File: config.mk
export PLATFORM = sky130hd
export DESIGN_NAME = t5_fetch_flat
export DESIGN_NICKNAME = d
export VERILOG_FILES = /design/src/rtl/t5_pkg.sv /design/src/rtl/t5_fetch_if.sv /design/src/rtl/t5_fetch_rr.sv /design/src/rtl/t5_fetch.sv /design/src/flat_wrapper.sv
export SDC_FILE = /design/constraint.sdc
export NUM_CORES = 1
export LEC_CHECK = 0
export CAP_MARGIN = 20
export CELL_PAD_IN_SITES_DETAIL_PLACEMENT = 0
export CELL_PAD_IN_SITES_GLOBAL_PLACEMENT = 1
export CORE_MARGIN = 2
export CORE_UTILIZATION = 39
export CTS_CLUSTER_DIAMETER = 40
export DETAILED_ROUTE_END_ITERATION = 8
export PLACE_DENSITY_LB_ADDON = 0.1
export SETUP_SLACK_MARGIN = 0.15
export SYNTH_ARGS = -nofsm -noshare
export SYNTH_HDL_FRONTEND = slang
export SYNTH_SLANG_ARGS = --single-unit
File: constraint.sdc
create_clock -name sclk -period 2.8 [get_ports sclk]
set_input_delay 0.42 -clock sclk [delete_from_list [all_inputs] [get_ports sclk]]
set_output_delay 0.42 -clock sclk [all_outputs]
set_load 0.05 [all_outputs]
File: src/rtl/t5_pkg.sv
// ---------------------------------------------------------------------------
// t5_pkg
// Shared types and constants for the T5 barrel-threaded core front end.
//   T5_NHART    : number of hardware threads (harts)
//   hart_t      : hart index
//   wadr_t      : 32-bit byte address with bits [1:0] dropped (word address)
//   T5_RSTV_DEF : default reset vector
//   fetch_st_e  : fetch FSM state encoding
//   t5_first_hart() : lowest enabled hart in a mask (0 for an empty mask)
// ---------------------------------------------------------------------------
package t5_pkg;

  localparam int T5_NHART = 4;

  typedef logic [1:0]  hart_t;
  typedef logic [29:0] wadr_t;

  localparam logic [31:0] T5_RSTV_DEF = 32'h0000_0000;

  typedef enum logic {
    ST_IDLE = 1'b0,
    ST_BUSY = 1'b1
  } fetch_st_e;

  // Scans from the top down so the lowest set bit is the last one written.
  function automatic hart_t t5_first_hart(input logic [T5_NHART-1:0] mask);
    hart_t r;
    r = '0;
    for (int i = T5_NHART - 1; i >= 0; i--) begin
      if (mask[i]) r = hart_t'(i);
    end
    return r;
  endfunction

endpackage

File: src/rtl/t5_fetch_if.sv
// ---------------------------------------------------------------------------
// t5_fetch_if
// Wishbone classic read-only instruction bus.
//   iwb_adr : word address [31:2]
//   iwb_cyc : cycle
//   iwb_stb : strobe
//   iwb_we  : write enable (always 0 from the fetch unit)
//   iwb_sel : byte selects
//   iwb_ack : acknowledge from the memory side
// Modports: master (fetch unit), slave (memory).
// ---------------------------------------------------------------------------
interface t5_fetch_if;
  import t5_pkg::*;

  wadr_t       iwb_adr;
  logic        iwb_cyc;
  logic        iwb_stb;
  logic        iwb_we;
  logic [3:0]  iwb_sel;
  logic        iwb_ack;

  modport master (
    output iwb_adr,
    output iwb_cyc,
    output iwb_stb,
    output iwb_we,
    output iwb_sel,
    input  iwb_ack
  );

  modport slave (
    input  iwb_adr,
    input  iwb_cyc,
    input  iwb_stb,
    input  iwb_we,
    input  iwb_sel,
    output iwb_ack
  );

endinterface

File: src/rtl/t5_fetch_rr.sv
// ---------------------------------------------------------------------------
// t5_fetch_rr
// Combinational round-robin picker: returns the next enabled hart strictly
// above the current one (cyclically). If no other hart is enabled the
// current hart is returned, which lets a single-hart mask fetch back to back.
//   cur   : hart currently owning the fetch
//   hmask : hart enable mask
//   nxt   : next hart to fetch
// ---------------------------------------------------------------------------
module t5_fetch_rr
  import t5_pkg::*;
(
  input  hart_t                cur,
  input  logic [T5_NHART-1:0]  hmask,
  output hart_t                nxt
);

  hart_t cand;

  // Walk offsets from farthest to nearest so the nearest enabled hart wins.
  always_comb begin
    nxt  = cur;
    cand = cur;
    for (int i = T5_NHART - 1; i >= 1; i--) begin
      cand = cur + hart_t'(i);
      if (hmask[cand]) nxt = cand;
    end
  end

endmodule

File: src/rtl/t5_fetch.sv
// ---------------------------------------------------------------------------
// t5_fetch
// Instruction-fetch stage of the barrel-threaded core. Keeps one PC per hart,
// picks harts round-robin among those enabled in HMASK and issues Wishbone
// classic reads. When an instruction returns it presents fpc/fhart/fval and
// raises sena so the decode stage latches iwb_dat in the same cycle.
//
// Parameters
//   RSTV  : reset vector loaded into every hart PC (bits [1:0] ignored)
//   HMASK : hart enable mask (must be non-zero for fetching to start)
// Ports
//   sclk  : core clock
//   srst  : asynchronous active-low reset
//   iwb   : instruction bus, master side
//   fpc   : word address of the instruction on iwb_dat
//   fhart : hart owning the current fetch
//   fval  : returned instruction is valid (not killed by a redirect)
//   sena  : pipeline advance, iwb_cyc & iwb_ack
//   xred  : redirect request from execute
//   xhart : hart being redirected
//   xtgt  : redirect target word address
// ---------------------------------------------------------------------------
module t5_fetch
  import t5_pkg::*;
#(
  parameter logic [31:0]         RSTV  = T5_RSTV_DEF,
  parameter logic [T5_NHART-1:0] HMASK = 4'b0001
)
(
  input  logic          sclk,
  input  logic          srst,
  t5_fetch_if.master    iwb,
  output wadr_t         fpc,
  output hart_t         fhart,
  output logic          fval,
  output logic          sena,
  input  logic          xred,
  input  hart_t         xhart,
  input  wadr_t         xtgt
);

  localparam wadr_t RST_PC  = RSTV[31:2];
  localparam hart_t RST_PTR = t5_first_hart(HMASK);

  fetch_st_e state_q, state_d;
  hart_t     ptr_q,   ptr_d;
  hart_t     hart_q,  hart_d;
  wadr_t     adr_q,   adr_d;
  logic      kill_q,  kill_d;
  wadr_t     pc_q [T5_NHART];
  wadr_t     pc_d [T5_NHART];

  logic      busy;
  logic      ack_hit;
  logic      red_cur;
  logic      killed;
  hart_t     rr_nxt;

  t5_fetch_rr u_rr (
    .cur   (hart_q),
    .hmask (HMASK),
    .nxt   (rr_nxt)
  );

  assign busy    = (state_q == ST_BUSY);
  assign ack_hit = busy & iwb.iwb_ack;
  // A redirect aimed at the in-flight hart kills that fetch, including when
  // it lands on the very edge the ack arrives.
  assign red_cur = busy & xred & (xhart == hart_q);
  assign killed  = kill_q | red_cur;

  // PC file next state. The redirect is applied after the increment so it
  // wins whenever both target the same hart.
  always_comb begin
    for (int h = 0; h < T5_NHART; h++) begin
      pc_d[h] = pc_q[h];
    end
    if (ack_hit && !killed) begin
      pc_d[hart_q] = adr_q + wadr_t'(1);
    end
    if (xred) begin
      pc_d[xhart] = xtgt;
    end
  end

  // Fetch FSM. New requests read pc_d so a PC written on this edge (by an
  // increment or a redirect) is fetched immediately without a bubble.
  always_comb begin
    state_d = state_q;
    ptr_d   = ptr_q;
    hart_d  = hart_q;
    adr_d   = adr_q;
    kill_d  = kill_q;
    unique case (state_q)
      ST_IDLE: begin
        if (HMASK != '0) begin
          state_d = ST_BUSY;
          adr_d   = pc_d[ptr_q];
          hart_d  = ptr_q;
          kill_d  = 1'b0;
        end
      end
      ST_BUSY: begin
        if (iwb.iwb_ack) begin
          ptr_d  = rr_nxt;
          hart_d = rr_nxt;
          adr_d  = pc_d[rr_nxt];
          kill_d = 1'b0;
        end else if (red_cur) begin
          kill_d = 1'b1;
        end
      end
      default: begin
        state_d = ST_IDLE;
      end
    endcase
  end

  always_ff @(posedge sclk or negedge srst) begin
    if (!srst) begin
      state_q <= ST_IDLE;
      ptr_q   <= RST_PTR;
      hart_q  <= RST_PTR;
      adr_q   <= RST_PC;
      kill_q  <= 1'b0;
      for (int h = 0; h < T5_NHART; h++) begin
        pc_q[h] <= RST_PC;
      end
    end else begin
      state_q <= state_d;
      ptr_q   <= ptr_d;
      hart_q  <= hart_d;
      adr_q   <= adr_d;
      kill_q  <= kill_d;
      for (int h = 0; h < T5_NHART; h++) begin
        pc_q[h] <= pc_d[h];
      end
    end
  end

  assign iwb.iwb_adr = adr_q;
  assign iwb.iwb_cyc = busy;
  assign iwb.iwb_stb = busy;
  assign iwb.iwb_we  = 1'b0;
  assign iwb.iwb_sel = 4'hF;

  assign fpc   = adr_q;
  assign fhart = hart_q;
  assign sena  = ack_hit;
  assign fval  = ack_hit & ~killed;

endmodule
File: src/flat_wrapper.sv
// flat-port wrapper written by rule: the top's interface ports become plain ports
module t5_fetch_flat import t5_pkg::*;
#(
  parameter logic [31:0]         RSTV  = T5_RSTV_DEF,
  parameter logic [T5_NHART-1:0] HMASK = 4'b0001
)
  (sclk, srst, fpc, fhart, fval, sena, xred, xhart, xtgt, iwb_iwb_adr, iwb_iwb_cyc, iwb_iwb_stb, iwb_iwb_we, iwb_iwb_sel, iwb_iwb_ack);
  t5_fetch_if iwb_i ();
  input  logic sclk;
  input  logic srst;
  output wadr_t fpc;
  output hart_t fhart;
  output logic fval;
  output logic sena;
  input  logic xred;
  input  hart_t xhart;
  input  wadr_t xtgt;
  output wire logic [$bits(iwb_i.iwb_adr)-1:0] iwb_iwb_adr;
  output wire logic [$bits(iwb_i.iwb_cyc)-1:0] iwb_iwb_cyc;
  output wire logic [$bits(iwb_i.iwb_stb)-1:0] iwb_iwb_stb;
  output wire logic [$bits(iwb_i.iwb_we)-1:0] iwb_iwb_we;
  output wire logic [$bits(iwb_i.iwb_sel)-1:0] iwb_iwb_sel;
  input wire logic [$bits(iwb_i.iwb_ack)-1:0] iwb_iwb_ack;
  assign iwb_iwb_adr = iwb_i.iwb_adr;
  assign iwb_iwb_cyc = iwb_i.iwb_cyc;
  assign iwb_iwb_stb = iwb_i.iwb_stb;
  assign iwb_iwb_we = iwb_i.iwb_we;
  assign iwb_iwb_sel = iwb_i.iwb_sel;
  assign iwb_i.iwb_ack = iwb_iwb_ack;
  t5_fetch #(.RSTV(RSTV), .HMASK(HMASK)) u_core (.sclk(sclk), .srst(srst), .iwb(iwb_i), .fpc(fpc), .fhart(fhart), .fval(fval), .sena(sena), .xred(xred), .xhart(xhart), .xtgt(xtgt));
endmodule
# After elaboration in Yosys (flattened, before gate mapping)
# Index checks and enable logic that the tools add are counted.
# op_classes
bitwise_logic	11
n_reduce_logical	5
n_mux	30
n_addsub	4
order_cmp	9
eq_ne	3
# op_table
operator	n
bitwise mux 120 bit	2
two-way mux 120 bit	2
two-way mux 30 bit	7
binary-select mux 30 bit (select 2 bit)	2
demux 30 bit (select 2 bit)	2
case mux 30 bit (2 select lines)	1
adder 30 x 1 -> 30 bit, second input constant	1
>= comparator 3 bit, second input constant	4
NOT 2 -> 3 bit	4
less-than comparator 2 x 3 -> 1 bit, second input constant	3
two-way mux 2 bit	4
binary-select mux 1 bit (select 2 bit)	3
less-than comparator 3 x 1 -> 1 bit, second input constant	2
two-way mux 1 bit	5
adder 2 bit, second input constant	2
bitwise AND 1 bit	4
case mux 2 bit (2 select lines)	1
logical AND 1 bit	3
inequality test 3 bit, second input constant	1
adder 2 x 1 -> 2 bit, second input constant	1
== test 2 bit	1
inequality test 2 bit, second input constant	1
NOT 1 bit	2
case mux 1 bit (2 select lines)	1
other kinds (3)	3
# totals
ff_bits	156
inputBits	36
elab_cells	71
out_inout_bits	71

# Logic depth before layout (Yosys ltp)
# Gate-level depths: netlist of the first run.
# logic_depth
ltp_word	14
depth_mapped	13
depth_no_buf	11

# Hierarchy
# Synthesis of the first run repeated with hierarchy kept, for this count alone.
# unflattened
cells_unflattened	1171
area_unflattened_um2	9929.5
# by_module_without_submodules
mod	area_per_inst_um2	seq_area_each_um2	n_inst	cells_per_inst
t5_fetch	9854.5	3903.7	1	1158
t5_fetch_rr	75.1	0.0	1	13

# Worst setup path before layout of the first run
# No wires, ideal clock.
# synth_path
kind	register to register
start	reg u_core.adr_q[0] (netlist: u_core.fpc[0])
end	reg u_core.adr_q[15] (netlist: u_core.fpc[15])
synth_period_minus_slack_ps	3043
path_stages_with_launch	11
required_time_ps	2723
t_arrival_ps	2967
setup_time_ps	77
n_path_buf	2
path_slack_ps	-243
path_cell_list	dfrtp_1 buf_2 nand3_4 or4_4 buf_6 or3_4 a31oi_1 a21oi_1 mux2_2 a2111o_1 o21ai_1
# synth_via
elab_chain_cells	10
word_cells_on_any_way	13
classes_between	1 x add/sub; 12 x mux
# synth_rtl
item	line_no	source
start, declared	t5_fetch.sv:48	wadr_t adr_q, adr_d;
start signal, assigned	t5_fetch.sv:133	adr_q <= adr_d;
adder 30 x 1 -> 30 bit *	t5_fetch.sv:79	pc_d[hart_q] = adr_q + wadr_t'(1);
bitwise mux 120 bit *	t5_fetch.sv:79	
two-way mux 120 bit *	t5_fetch.sv:78	if (ack_hit && !killed) begin
bitwise mux 120 bit	t5_fetch.sv:82	pc_d[xhart] = xtgt;
two-way mux 120 bit *	t5_fetch.sv:81	if (xred) begin
binary-select mux 30 bit (select 2 bit)	t5_fetch.sv:107	adr_d = pc_d[rr_nxt];
two-way mux 30 bit (implied by the code) (2 in a row)	t5_fetch.sv:107	
two-way mux 30 bit	t5_fetch.sv:104	if (iwb.iwb_ack) begin
case mux 30 bit (2 select lines) *	t5_fetch.sv:94	unique case (state_q)
# Mark *: on every way between the ends. The rest lies on a longest branch, timed or not. The select of a mux whose other input is x is not followed.
# A chain may end at the register's enable or synchronous reset.

# Worst setup path in the final report of the first run
# layout_path
start	reg u_core.adr_q[11] (netlist: u_core.fpc[11])
end	reg u_core.adr_q[15] (netlist: u_core.fpc[15])
# The elaborated chain is that of the path after synthesis.

==> implementation parameters, run 1 <==
Parameter                              Value

Status
  Outcome ... finished clean

Clock network
  Depth of the CTS H-tree ... 4
  Root cell of the clock tree ... sky130_fd_sc_hd__clkbuf_16
  Clock transition at the register clock pins on the worst setup and hold paths after CTS ... 0.08 ns
  TritonCTS clock tree ... done
  Clock sink count ... 156
  Worst skew pair latency ... 0.44 ns
  Longest Clk Path Bufs ... 2
  Inserted Clock Buffers ... 17

Yosys
  Share of synthesized cell area in and, or, nand and nor gates ... 15.3%
  Library cells used by synthesis ... 69
  Xor-xnor portion of the synthesized cell area ... 1.85%
  Synth async-reset ratio ... 100%
  Leading cell types by total area after synthesis ... sky130_fd_sc_hd__dfrtp_1 39%, sky130_fd_sc_hd__o21ai_0 7.2%, sky130_fd_sc_hd__mux2i_1 5.9%, sky130_fd_sc_hd__nand2_1 4.8%, sky130_fd_sc_hd__a21oi_1 3.7%
  Yosys warnings ... 0
  Fraction of post-synthesis cell area in the top cell type by area ... 39.3%
  Syn Std Cell Area ... 0.00992 mm2
  Most area-hungry cell type in the Yosys netlist ... sky130_fd_sc_hd__dfrtp_1
  Number of synthesized flops with an enable pin ... 0
  Sequential area share after synthesis ... 39.3%
  Synthesized area per cell ... 8.39 um2
  Synth Register Bits ... 156
  Post-synthesis share of cell area spent on full adders, half adders and majority gates ... 0.757%
  Main combinational cell family by area after synthesis ... compound AO/OA/AOI/OAI gates
  Share of cell area taken by muxes after synthesis ... 8.46%
  Compound-cell area share of the yosys netlist ... 25.5%
  Most used flip-flop cell after synthesis ... sky130_fd_sc_hd__dfrtp_1
  Synthesized netlist cell count ... 1183

Finish
  Area added between synthesis and finish ... 37.0%
  Finished Layout Cells ... 1745
  Share of layout cells above drive strength 1 ... 24.7%
  Antenna Cells ... 0
  Fill count ... 2392
  Count of nets after finishing ... 1444

Detailed routing
  Detail Route Antenna Nets ... 0
  Met3 WL post-DR ... 2900 um
  Count of unresolved DRC violations after routing ... 0
  Final wirelength ... 40900 um
  Max Used Layer ... met4
  Iteration count of the initial detailed-routing pass ... 6
  Via count of the routed design ... 10268
  Wire length per cell after detailed routing ... 23.4 um
  Starting DRC count in detailed routing ... 1078
  Average via count per standard cell ... 5.88
  Detailed-route wire length on metal 1 ... 18000 um
  Wire length on met2 ... 18900 um

Place
  Gpl congestion ... 0.888
  Post-placement setup slack ... -0.402 ns
  Number of I/O port buffers ... 101
  Post-placement cell count ... 1701
  Detail Placement HPWL ... 27900 um

STA
  Final critical-path required period ... 2.64 ns
  Final period utilization ... 94.3%
  Total negative slack for setup checks ... 0 ns
  Clock tree skew after final layout ... 0.0174 ns
  Final setup violation count ... 0
  Final setup margin ... 0.160 ns
  Hold Vio Cnt, Final ... 0
  Fmax ... 0.379 GHz
  Hold Worst Slack ... 0.510 ns
  Unrepaired setup endpoints after global routing ... true
  Headroom to the max-slew limit ... 60.8%
  Measured slew at the worst slew-check pin ... 0.588 ns
  Count of final max-slew check failures ... 0

Power and ir drop
  Peak supply drop ... 0.570 mV
  LEAKAGE ... 5.85 nW
  Overall Power ... 0.0132 W
  Power per unit of standard cell area ... 974 mW/mm2

Global route
  Number of antenna violations at the first check in global routing ... 0
  Vias in the first global route ... 9829
  Maximum number of pins on one net before global-route repair ... 55
  First-pass GRT wire length ... 61400 um
  Total grt overflow ... 0
  Total routing resource utilization after global routing ... 30.9%

Floorplanning
  Overall die area ... 0.0267 mm2
  Core area ... 0.0251 mm2
  Height of the die ... 164 um
  Std-Cell Rows ... 58
  Die W ... 164 um
  Count of pins on the block boundary ... 107
  Initial standard-cell utilization of the core ... 39.5%

Worst setup path
  Worst setup path startpoint ... u_core.fpc[11]
  Required arrival time at the worst endpoint ... 3.18 ns
  Arrival time at the worst endpoint ... 3.02 ns
  CP Launch Type ... flip-flop
  CP Capture Type ... flip-flop
  Peak per-stage delay on the critical path ... 0.64 ns
  Worst setup path category ... flip-flop to flip-flop
  Source of the worst register-to-register timing path ... u_core.fpc[11]
  Cells along the critical path ... nand4_4 > or4_4 > or3_4 > a31oi_4 > a21oi_2 > mux2_4 > a2111o_1 > o21ai_1
  Slowest cell on the critical path ... sky130_fd_sc_hd__or4_4
  Critical path fanouts, max ... 6
  Depth of the worst register-to-register path ... 8

Min path
  Hold WC Path Type ... input port to asynchronous set/reset pin

Run
  MaxCap Viol Count ... 0
area by class of cell:
class / count / area [um2] / area share [%]
Tap cell: 330 / 413 / 3.04
Clock buffer: 20 / 437 / 3.21
Inverter: 63 / 236 / 1.74
Sequential cell: 156 / 3930 / 28.9
Timing Repair Buffer: 317 / 2900 / 21.3
Clock inverter: 12 / 163 / 1.20
Multi-Input combinational cell: 847 / 5520 / 40.6
synthesized netlist by cell type (4+ instances only):
cell type / n
sky130_fd_sc_hd__ha_1: 6
sky130_fd_sc_hd__a2bb2oi_1: 12
sky130_fd_sc_hd__inv_1: 63
sky130_fd_sc_hd__a21oi_1: 73
sky130_fd_sc_hd__buf_4: 36
sky130_fd_sc_hd__a211oi_1: 5
sky130_fd_sc_hd__nand4_1: 5
sky130_fd_sc_hd__o21ai_0: 142
sky130_fd_sc_hd__dfrtp_1: 156
sky130_fd_sc_hd__nor2_1: 90
sky130_fd_sc_hd__nand2b_1: 5
sky130_fd_sc_hd__buf_2: 17
sky130_fd_sc_hd__o211ai_1: 11
sky130_fd_sc_hd__or4_1: 5
sky130_fd_sc_hd__mux4_2: 6
sky130_fd_sc_hd__o22ai_1: 25
sky130_fd_sc_hd__nor3_1: 23
sky130_fd_sc_hd__buf_1: 7
sky130_fd_sc_hd__clkbuf_1: 61
sky130_fd_sc_hd__xor2_1: 12
sky130_fd_sc_hd__nor4_1: 9
sky130_fd_sc_hd__a31oi_1: 44
sky130_fd_sc_hd__o31a_1: 4
sky130_fd_sc_hd__a22oi_1: 11
sky130_fd_sc_hd__nand3_1: 37
sky130_fd_sc_hd__o31ai_1: 10
sky130_fd_sc_hd__a21o_1: 16
sky130_fd_sc_hd__mux2_2: 11
sky130_fd_sc_hd__and3_1: 4
sky130_fd_sc_hd__o221ai_1: 21
sky130_fd_sc_hd__nand2_1: 127
sky130_fd_sc_hd__and4b_1: 5
sky130_fd_sc_hd__xnor2_1: 9
sky130_fd_sc_hd__a211o_1: 4
sky130_fd_sc_hd__mux2i_1: 58
worst paths after layout:
| path | endpoint | slack [ns] |
|---|---|---|
| min in group sclk | u_core.ptr_q[0] | 0.53 |
| setup / recovery | u_core.fpc[15] | 0.16 |
| max in group asynchronous | u_core.fpc[7] | 1.54 |
| setup reg to reg | u_core.fpc[15] | 0.16 |
| hold reg to reg | u_core.ptr_q[0] | 0.53 |
| hold / removal | u_core.fpc[15] | 0.51 |
report_power, final:
| group | internal (W) | switching [W] |
|---|---|---|
| Clock | 0.00141 | 0.00103 |
| Combinational | 0.00287 | 0.00447 |
| Sequential | 0.00303 | 0.000419 |
layout by cell type, fill, tap and decap left out, types with 6 or more instances in the layout:
| master | n |
|---|---|
| sky130_fd_sc_hd__o211ai_1 | 11 |
| sky130_fd_sc_hd__buf_4 | 192 |
| sky130_fd_sc_hd__nor4_1 | 6 |
| sky130_fd_sc_hd__mux2_2 | 10 |
| sky130_fd_sc_hd__buf_12 | 21 |
| sky130_fd_sc_hd__a31oi_1 | 40 |
| sky130_fd_sc_hd__mux4_2 | 6 |
| sky130_fd_sc_hd__or4_4 | 7 |
| sky130_fd_sc_hd__clkbuf_16 | 17 |
| sky130_fd_sc_hd__o221ai_1 | 21 |
| sky130_fd_sc_hd__nor3_1 | 19 |
| sky130_fd_sc_hd__inv_1 | 63 |
| sky130_fd_sc_hd__dfrtp_1 | 135 |
| sky130_fd_sc_hd__clkdlybuf4s50_1 | 97 |
| sky130_fd_sc_hd__nor2_1 | 86 |
| sky130_fd_sc_hd__o21ai_1 | 8 |
| sky130_fd_sc_hd__xnor2_1 | 7 |
| sky130_fd_sc_hd__conb_1 | 6 |
| sky130_fd_sc_hd__xor2_1 | 9 |
| sky130_fd_sc_hd__nand3_1 | 36 |
| sky130_fd_sc_hd__a21oi_1 | 69 |
| sky130_fd_sc_hd__a2bb2oi_1 | 11 |
| sky130_fd_sc_hd__o22ai_1 | 25 |
| sky130_fd_sc_hd__o21ai_0 | 136 |
| sky130_fd_sc_hd__a22oi_1 | 10 |
| sky130_fd_sc_hd__a21o_1 | 16 |
| sky130_fd_sc_hd__dfrtp_2 | 21 |
| sky130_fd_sc_hd__mux2i_1 | 57 |
| sky130_fd_sc_hd__nand2_1 | 126 |
routing by layer:
layer  track usage (%)  up-vias
met5                 0        -
met4              10.6        0
met3              3.38       64
met2              49.1      479
met1              43.9     5027
li1                  -     4698
logic make-up (layout without fill, tap and decap cells):
kind of cell / Yosys count / in the layout
AO/OA/AOI/OAI: 409 / 409
AND/OR/NAND/NOR: 329 / 330
buffers and inverters: 185 / 412
flip-flops: 156 / 156
multiplexers: 75 / 75
XOR/XNOR: 21 / 21
adder cells (fa/ha/maj): 6 / 6
other: 2 / 6
registers in the layout (all words and copies together), names as in the netlist:
register	count
u_core.kill_q	1
u_core.iwb.iwb_cyc	1
u_core.fpc	30
u_core.ptr_q	2
u_core.pc_q	120
u_core.fhart	2
timing repair:
| action | CTS | global route |
|---|---|---|
| hold buffers | 1 | 0 |
| pin swaps | 1 | 15 |
| endpoints found under the setup margin | 13 | 30 |
| gates resized for setup | 11 | 50 |
| endpoints found under the hold margin | 51 | 0 |
| setup buffers | 1 | 9 |
| gates cloned | 1 | 0 |
stage by stage:
stage | instance area (um2) | utilization, %
floorplan | 9980 | -
global placement | 12600 | 50.2
detailed placement | 12600 | 50.2
CTS | 13300 | 52.9
global route | 13600 | 54.1
finish | 13600 | 54.1
worst max-delay path, delay by kind of cell (launching register included):
family           cells  cell delay [ns]
AND/OR/NAND/NOR      3             1.23
AO/OA/AOI/OAI        4             0.66
flip-flops           1             0.41
multiplexers         1             0.28
No activity file was read; power rests on OpenSTA's default activity.
==> inputs of run 2 (changes only) <==
--- a/config.mk
+++ b/config.mk
@@ -8,10 +8,10 @@
 export CAP_MARGIN = 20
 export CELL_PAD_IN_SITES_DETAIL_PLACEMENT = 0
 export CELL_PAD_IN_SITES_GLOBAL_PLACEMENT = 1
-export CORE_MARGIN = 2
-export CORE_UTILIZATION = 39
+export CORE_UTILIZATION = 44
 export CTS_CLUSTER_DIAMETER = 40
 export DETAILED_ROUTE_END_ITERATION = 8
+export DONT_BUFFER_PORTS = 1
 export PLACE_DENSITY_LB_ADDON = 0.1
 export SETUP_SLACK_MARGIN = 0.15
 export SYNTH_ARGS = -nofsm -noshare
==> constraint.sdc (replaced) <==
create_clock -name sclk -period 2.8 [get_ports sclk]
set_input_delay 0.42 -clock sclk [delete_from_list [all_inputs] [get_ports sclk]]
set_output_delay 0.42 -clock sclk [all_outputs]
set_load 0.02 [all_outputs]
==> run 2 against run 1 <==
Effect of this change: the run now ends with DRC, hold timing left; routed wire length fell by 4.0%; setup slack got worse by 0.021 ns; non-clock buffer count fell by 184; utilization rose by 0.20 points; critical path depth did not move; hold slack got worse by 0.84 ns; sequential power fell by 1%; total power fell by 14%; register-to-register slack got worse by 0.02 ns; first-iteration DRC count fell by 15%; global-route usage rose by 2.5 points; largest power group unchanged.
==> implementation parameters, run 2 (synthesis gave the netlist of run 1 again) <==
Parameter                              Value

Clock network
  Worst skew pair latency ... 0.44 ns
  TritonCTS clock tree ... done
  Inserted Clock Buffers ... 17
  Clock transition at the register clock pins on the worst setup and hold paths after CTS ... 0.07 ns
  Depth of the CTS H-tree ... 4
  Root cell of the clock tree ... sky130_fd_sc_hd__clkbuf_16
  Longest Clk Path Bufs ... 2
  Clock sink count ... 156

Status
  Outcome ... finished, violations left
  Violated checks ... DRC, hold timing

STA
  Fmax ... 0.376 GHz
  Final period utilization ... 95.0%
  Headroom to the max-slew limit ... 53.8%
  Clock tree skew after final layout ... 0.0127 ns
  Hold Vio Cnt, Final ... 156
  Measured slew at the worst slew-check pin ... 0.691 ns
  Final setup violation count ... 0
  Unrepaired setup endpoints after global routing ... true
  Final setup margin ... 0.139 ns
  Count of final max-slew check failures ... 0
  Final critical-path required period ... 2.66 ns
  Hold Worst Slack ... -0.328 ns

Finish
  Commonest non-fill, non-tap cell in the layout ... sky130_fd_sc_hd__dfrtp_1
  Highest-count cells in the layout ignoring fill and taps ... 144 x sky130_fd_sc_hd__dfrtp_1, 130 x sky130_fd_sc_hd__o21ai_0, 125 x sky130_fd_sc_hd__nand2_1
  Count of nets after finishing ... 1260
  Total area of multi-input combinational cells ... 0.00564 mm2
  Area added between synthesis and finish ... 20.2%
  Register name with the most flops ... u_core.pc_q
  Storage cell area ... 0.00392 mm2
  Antenna Cells ... 0
  Fill count ... 2030
  Layout Utilization ... 54.3%
  Layout Cell Area excl Fill ... 0.0119 mm2
  Finished Layout Cells ... 1511
  Share of layout cells above drive strength 1 ... 21.6%
  Largest register FFs ... 120

Place
  Number of I/O port buffers ... 0
  Post-placement cell count ... 1464
  Detail Placement HPWL ... 26000 um
  Gpl congestion ... 0.895
  Post-placement setup slack ... -0.0479 ns
  Post-placement cell area ... 0.0107 mm2

Worst setup path
  Slowest cell on the critical path ... sky130_fd_sc_hd__or4_4
  Critical path fanouts, max ... 6
  Buffers and inverters on the worst path ... 0
  Register-to-register setup slack ... 0.14 ns
  Cells along the critical path ... nand3_4 > or4_4 > or3_4 > a31oi_4 > a21oi_2 > mux2_4 > a2111o_1 > o21ai_1
  CP Launch Type ... flip-flop
  CP Capture Type ... flip-flop
  Depth of the worst register-to-register path ... 8
  Family of cells with the greatest summed delay on the critical path ... simple AND/OR/NAND/NOR gates
  Levels on crit path ... 8
  Worst setup path category ... flip-flop to flip-flop
  Peak per-stage delay on the critical path ... 0.62 ns
  Required arrival time at the worst endpoint ... 3.16 ns
  Arrival time at the worst endpoint ... 3.02 ns

Detailed routing
  Average via count per standard cell ... 6.37
  Starting DRC count in detailed routing ... 912
  Wire length per cell after detailed routing ... 26.0 um
  Detail Route Antenna Nets ... 0
  Count of unresolved DRC violations after routing ... 12
  Iteration count of the initial detailed-routing pass ... 9
  Final wirelength ... 39200 um
  Via count of the routed design ... 9621

Power and ir drop
  Overall Power ... 0.0113 W
  Peak supply drop ... 0.413 mV
  LEAKAGE ... 5.08 nW
  Power per unit of standard cell area ... 950 mW/mm2

Min path
  Hold WC Path Type ... input port to asynchronous set/reset pin

Global route
  Number of antenna violations at the first check in global routing ... 0
  Total grt overflow ... 0
  First-pass GRT wire length ... 58000 um
  Vias in the first global route ... 9120
  Total routing resource utilization after global routing ... 33.5%
  Maximum number of pins on one net before global-route repair ... 157

Floorplanning
  Std-Cell Rows ... 54
  Die W ... 152 um
  Height of the die ... 152 um
  Overall die area ... 0.0232 mm2
  Core area ... 0.0220 mm2
  Initial standard-cell utilization of the core ... 45.2%
  Count of pins on the block boundary ... 107

Run
  MaxCap Viol Count ... 0
-- run 2: per-stage QoR --
stage | hold WS, ns | TNS, ns
after detailed placement | 0.130 | -0.0641
after CTS | -0.340 | 0
after floorplan | 0.124 | 0
after global routing | -0.342 | 0
final | -0.328 | 0
after global placement | 0.131 | 0
-- run 2: final timing paths --
kind,startpoint,end
setup / recovery,u_core.fpc[4],u_core.fpc[15]
hold / removal,srst,u_core.pc_q[39]
setup reg to reg,u_core.fpc[4],u_core.fpc[15]
hold reg to reg,u_core.pc_q[119],u_core.pc_q[119]
max in group asynchronous,srst,u_core.iwb.iwb_cyc
min in group sclk,xtgt[16],u_core.pc_q[46]
-- run 2: power by group --
part / switching [W] / total, W / internal, W
combinational: 0.00334 / 0.00527 / 0.00193
sequential: 0.000382 / 0.00340 / 0.00302
clock: 0.00104 / 0.00266 / 0.00162
total: 0.00476 / 0.0113 / 0.00658
-- run 2: layout make-up --
cell class,count,share of cell area (%)
clock inverters,12,1.77
well taps,280,2.94
multi-input cells,847,47.3
flip-flops and latches,156,32.8
repair buffers,133,9.41
inverters,63,1.98
clock buffers,20,3.74
-- run 2: metal layers --
metal / up-vias / routed length [um] / track usage (%)
met4: 0 / 1330 / 12.2
li1: 4325 / - / -
met1: 4760 / 16900 / 46.3
met5: - / 0 / 0
met3: 84 / 3420 / 6.88
met2: 452 / 17600 / 51.7
-- run 2: repair_timing --
item	CTS	global route
endpoints found under the hold margin	156	156
endpoints found under the setup margin	19	29
buffers inserted	1	12
gates resized for setup	8	84
pin swaps	1	24
cloned	1	1
==> inputs of run 3 (changes only) <==
--- a/config.mk
+++ b/config.mk
@@ -8,7 +8,7 @@
 export CAP_MARGIN = 20
 export CELL_PAD_IN_SITES_DETAIL_PLACEMENT = 0
 export CELL_PAD_IN_SITES_GLOBAL_PLACEMENT = 1
-export CORE_UTILIZATION = 44
+export CORE_UTILIZATION = 49
 export CTS_CLUSTER_DIAMETER = 40
 export DETAILED_ROUTE_END_ITERATION = 8
 export DONT_BUFFER_PORTS = 1
==> constraint.sdc (replaced) <==
create_clock -name sclk -period 2.6 [get_ports sclk]
set_input_delay 0.39 -clock sclk [delete_from_list [all_inputs] [get_ports sclk]]
set_output_delay 0.39 -clock sclk [all_outputs]
set_load 0.02 [all_outputs]
==> run 3 against run 2 <==
Effect of this change: the flow finishes with violations (hold timing, setup timing); hold slack worse by 0.033 ns; non-clock buffer count grew 81; flip-flop and latch count stayed put; die area is 10% lower; sequential power grew 10%; cell count grew 4.4%; clock skew fell by 0.0031 ns; largest cell class unchanged.
==> implementation parameters, run 3 (synthesis gave the netlist of run 1 again) <==
Parameter                              Value

Worst setup path
  Critical path fanouts, max ... 7
  CP Capture Type ... flip-flop
  Depth of the worst register-to-register path ... 8
  Peak per-stage delay on the critical path ... 0.62 ns
  Most frequent CP cell ... sky130_fd_sc_hd__or4_4
  Source of the worst register-to-register timing path ... u_core.fpc[0]
  Worst setup path category ... flip-flop to flip-flop
  Slowest cell on the critical path ... sky130_fd_sc_hd__or4_4
  Arrival time at the worst endpoint ... 3.02 ns
  Worst flop-to-flop path endpoint ... u_core.fpc[17]
  Required arrival time at the worst endpoint ... 2.98 ns
  Cells along the critical path ... nand3_4 > or4_4 > or4_4 > a31oi_4 > a21o_1 > mux2i_1 > a2111o_1 > o21ai_1
  CP Launch Type ... flip-flop
  Register-to-register setup slack ... -0.05 ns

Clock network
  Longest Clk Path Bufs ... 2
  TritonCTS clock tree ... done
  Clock transition at the register clock pins on the worst setup and hold paths after CTS ... 0.07 ns
  Root cell of the clock tree ... sky130_fd_sc_hd__clkbuf_16
  Inserted Clock Buffers ... 17
  Clock sink count ... 156
  Worst skew pair latency ... 0.45 ns
  Depth of the CTS H-tree ... 4

Power and ir drop
  Overall Power ... 0.0129 W
  LEAKAGE ... 5.66 nW
  Peak supply drop ... 0.547 mV
  Power per unit of standard cell area ... 965 mW/mm2

Finish
  Count of nets after finishing ... 1341
  Antenna Cells ... 0
  Layout Utilization ... 67.9%
  Area added between synthesis and finish ... 34.4%
  Largest register FFs ... 120
  Share of layout cells above drive strength 1 ... 35.1%
  Commonest non-fill, non-tap cell in the layout ... sky130_fd_sc_hd__buf_4
  Highest-count cells in the layout ignoring fill and taps ... 169 x sky130_fd_sc_hd__buf_4, 136 x sky130_fd_sc_hd__dfrtp_1, 118 x sky130_fd_sc_hd__nand2_1
  Finished Layout Cells ... 1577
  Register name with the most flops ... u_core.pc_q
  Fill count ... 1620

Place
  Post-placement setup slack ... -0.0645 ns
  Detail Placement HPWL ... 24600 um
  Gpl congestion ... 0.912
  Number of I/O port buffers ... 0
  Post-placement cell count ... 1487

Detailed routing
  Starting DRC count in detailed routing ... 1190
  Via count of the routed design ... 10373
  Count of unresolved DRC violations after routing ... 0
  Max Used Layer ... met4
  Final wirelength ... 40600 um
  Detail Route Antenna Nets ... 0
  Wire length per cell after detailed routing ... 25.7 um
  Met3 WL post-DR ... 4150 um
  Wire length on met2 ... 18400 um
  Average via count per standard cell ... 6.58
  Iteration count of the initial detailed-routing pass ... 6
  Detailed-route wire length on metal 1 ... 16100 um

Floorplanning
  Std-Cell Rows ... 51
  Height of the die ... 144 um
  Overall die area ... 0.0208 mm2
  Core area ... 0.0197 mm2
  Count of pins on the block boundary ... 107
  Initial standard-cell utilization of the core ... 50.5%
  Die W ... 144 um

STA
  Unrepaired setup endpoints after global routing ... true
  Final setup margin ... -0.0457 ns
  Count of final max-slew check failures ... 0
  Final period utilization ... 102%
  Headroom to the max-slew limit ... 39.6%
  Fmax ... 0.378 GHz
  Measured slew at the worst slew-check pin ... 0.904 ns
  Clock tree skew after final layout ... 0.00963 ns
  Hold Vio Cnt, Final ... 156
  Final setup violation count ... 5
  Hold Worst Slack ... -0.361 ns
  Final critical-path required period ... 2.65 ns

Global route
  Total grt overflow ... 0
  Number of antenna violations at the first check in global routing ... 0
  First-pass GRT wire length ... 57900 um
  Vias in the first global route ... 9761
  Maximum number of pins on one net before global-route repair ... 157
  Total routing resource utilization after global routing ... 38.1%

Status
  Outcome ... finished, violations left
  Violated checks ... hold timing, setup timing

Run
  MaxCap Viol Count ... 0

Min path
  Hold WC Path Type ... input port to asynchronous set/reset pin
[run 3: cell types whose count changed in the layout (fill, tap and decap cells not counted), moves of 9 or more]
cell	before	now
sky130_fd_sc_hd__o21ai_1	15	43
sky130_fd_sc_hd__o21ai_0	130	78
sky130_fd_sc_hd__buf_4	120	169
sky130_fd_sc_hd__a21oi_1	64	55
sky130_fd_sc_hd__o21ai_2	0	21
sky130_fd_sc_hd__buf_6	5	21
sky130_fd_sc_hd__nor2_1	88	78
sky130_fd_sc_hd__a21oi_2	9	18
[run 3: worst max path at each step]
stage,startpoint,to,slack (ns)
detailed placement,u_core.fhart[0],u_core.fpc[2],-0.06
global placement,u_core.fhart[0],u_core.fpc[23],-0.03
CTS,u_core.fpc[0],u_core.fpc[23],0.009
global route,u_core.fpc[0],u_core.fpc[22],-0.14
finish,u_core.fpc[0],u_core.fpc[17],-0.05
floorplan,u_core.fpc[0],u_core.fpc[15],-0.06
[run 3: stage by stage]
| stage | hold WS, ns | area [um2] | TNS [ns] |
|---|---|---|---|
| floorplan | 0.0944 | 10000 | -0.0647 |
| global placement | 0.0994 | 11100 | -0.106 |
| detailed placement | 0.100 | 11100 | -0.431 |
| CTS | -0.365 | 12200 | 0 |
| global route | -0.376 | 13300 | -0.528 |
| finish | -0.361 | 13300 | -0.113 |
[run 3: final cells by class]
class / count / area (um2) / share of cell area (%)
repair buffers: 214 / 2010 / 15.1
clock inverters: 14 / 161 / 1.21
flip-flops and latches: 156 / 3930 / 29.5
clock buffers: 18 / 429 / 3.22
inverters: 63 / 244 / 1.83
well taps: 265 / 332 / 2.49
multi-input cells: 847 / 6230 / 46.7
[run 3: power breakdown]
group	internal (W)	switching [W]	total [W]
sequential	0.00327	0.000477	0.00374
clock	0.00143	0.00115	0.00259
combinational	0.00262	0.00393	0.00655
total	0.00732	0.00556	0.0129
[run 3: layer usage]
layer  GRT usage [%]  vias up
met5               0        -
met4            18.2        0
met3            7.78      154
met2            60.4      687
met1            49.6     5033
li1                -     4499
[run 3: what timing repair did]
item / 4_1_cts / 5_1_grt
endpoints found under the setup margin: 30 / 33
setup buffers: 21 / 31
pin swaps: 22 / 51
cloned: 2 / 4
gates resized for setup: 82 / 206
hold endpoints to repair: 156 / 156
[run 3: worst max-delay path: cells and delay by family (launching register included)]
family	cells	cell delay (ns)
compound gates	4	0.86
simple gates	3	1.21
mux	1	0.10
flops	1	0.41
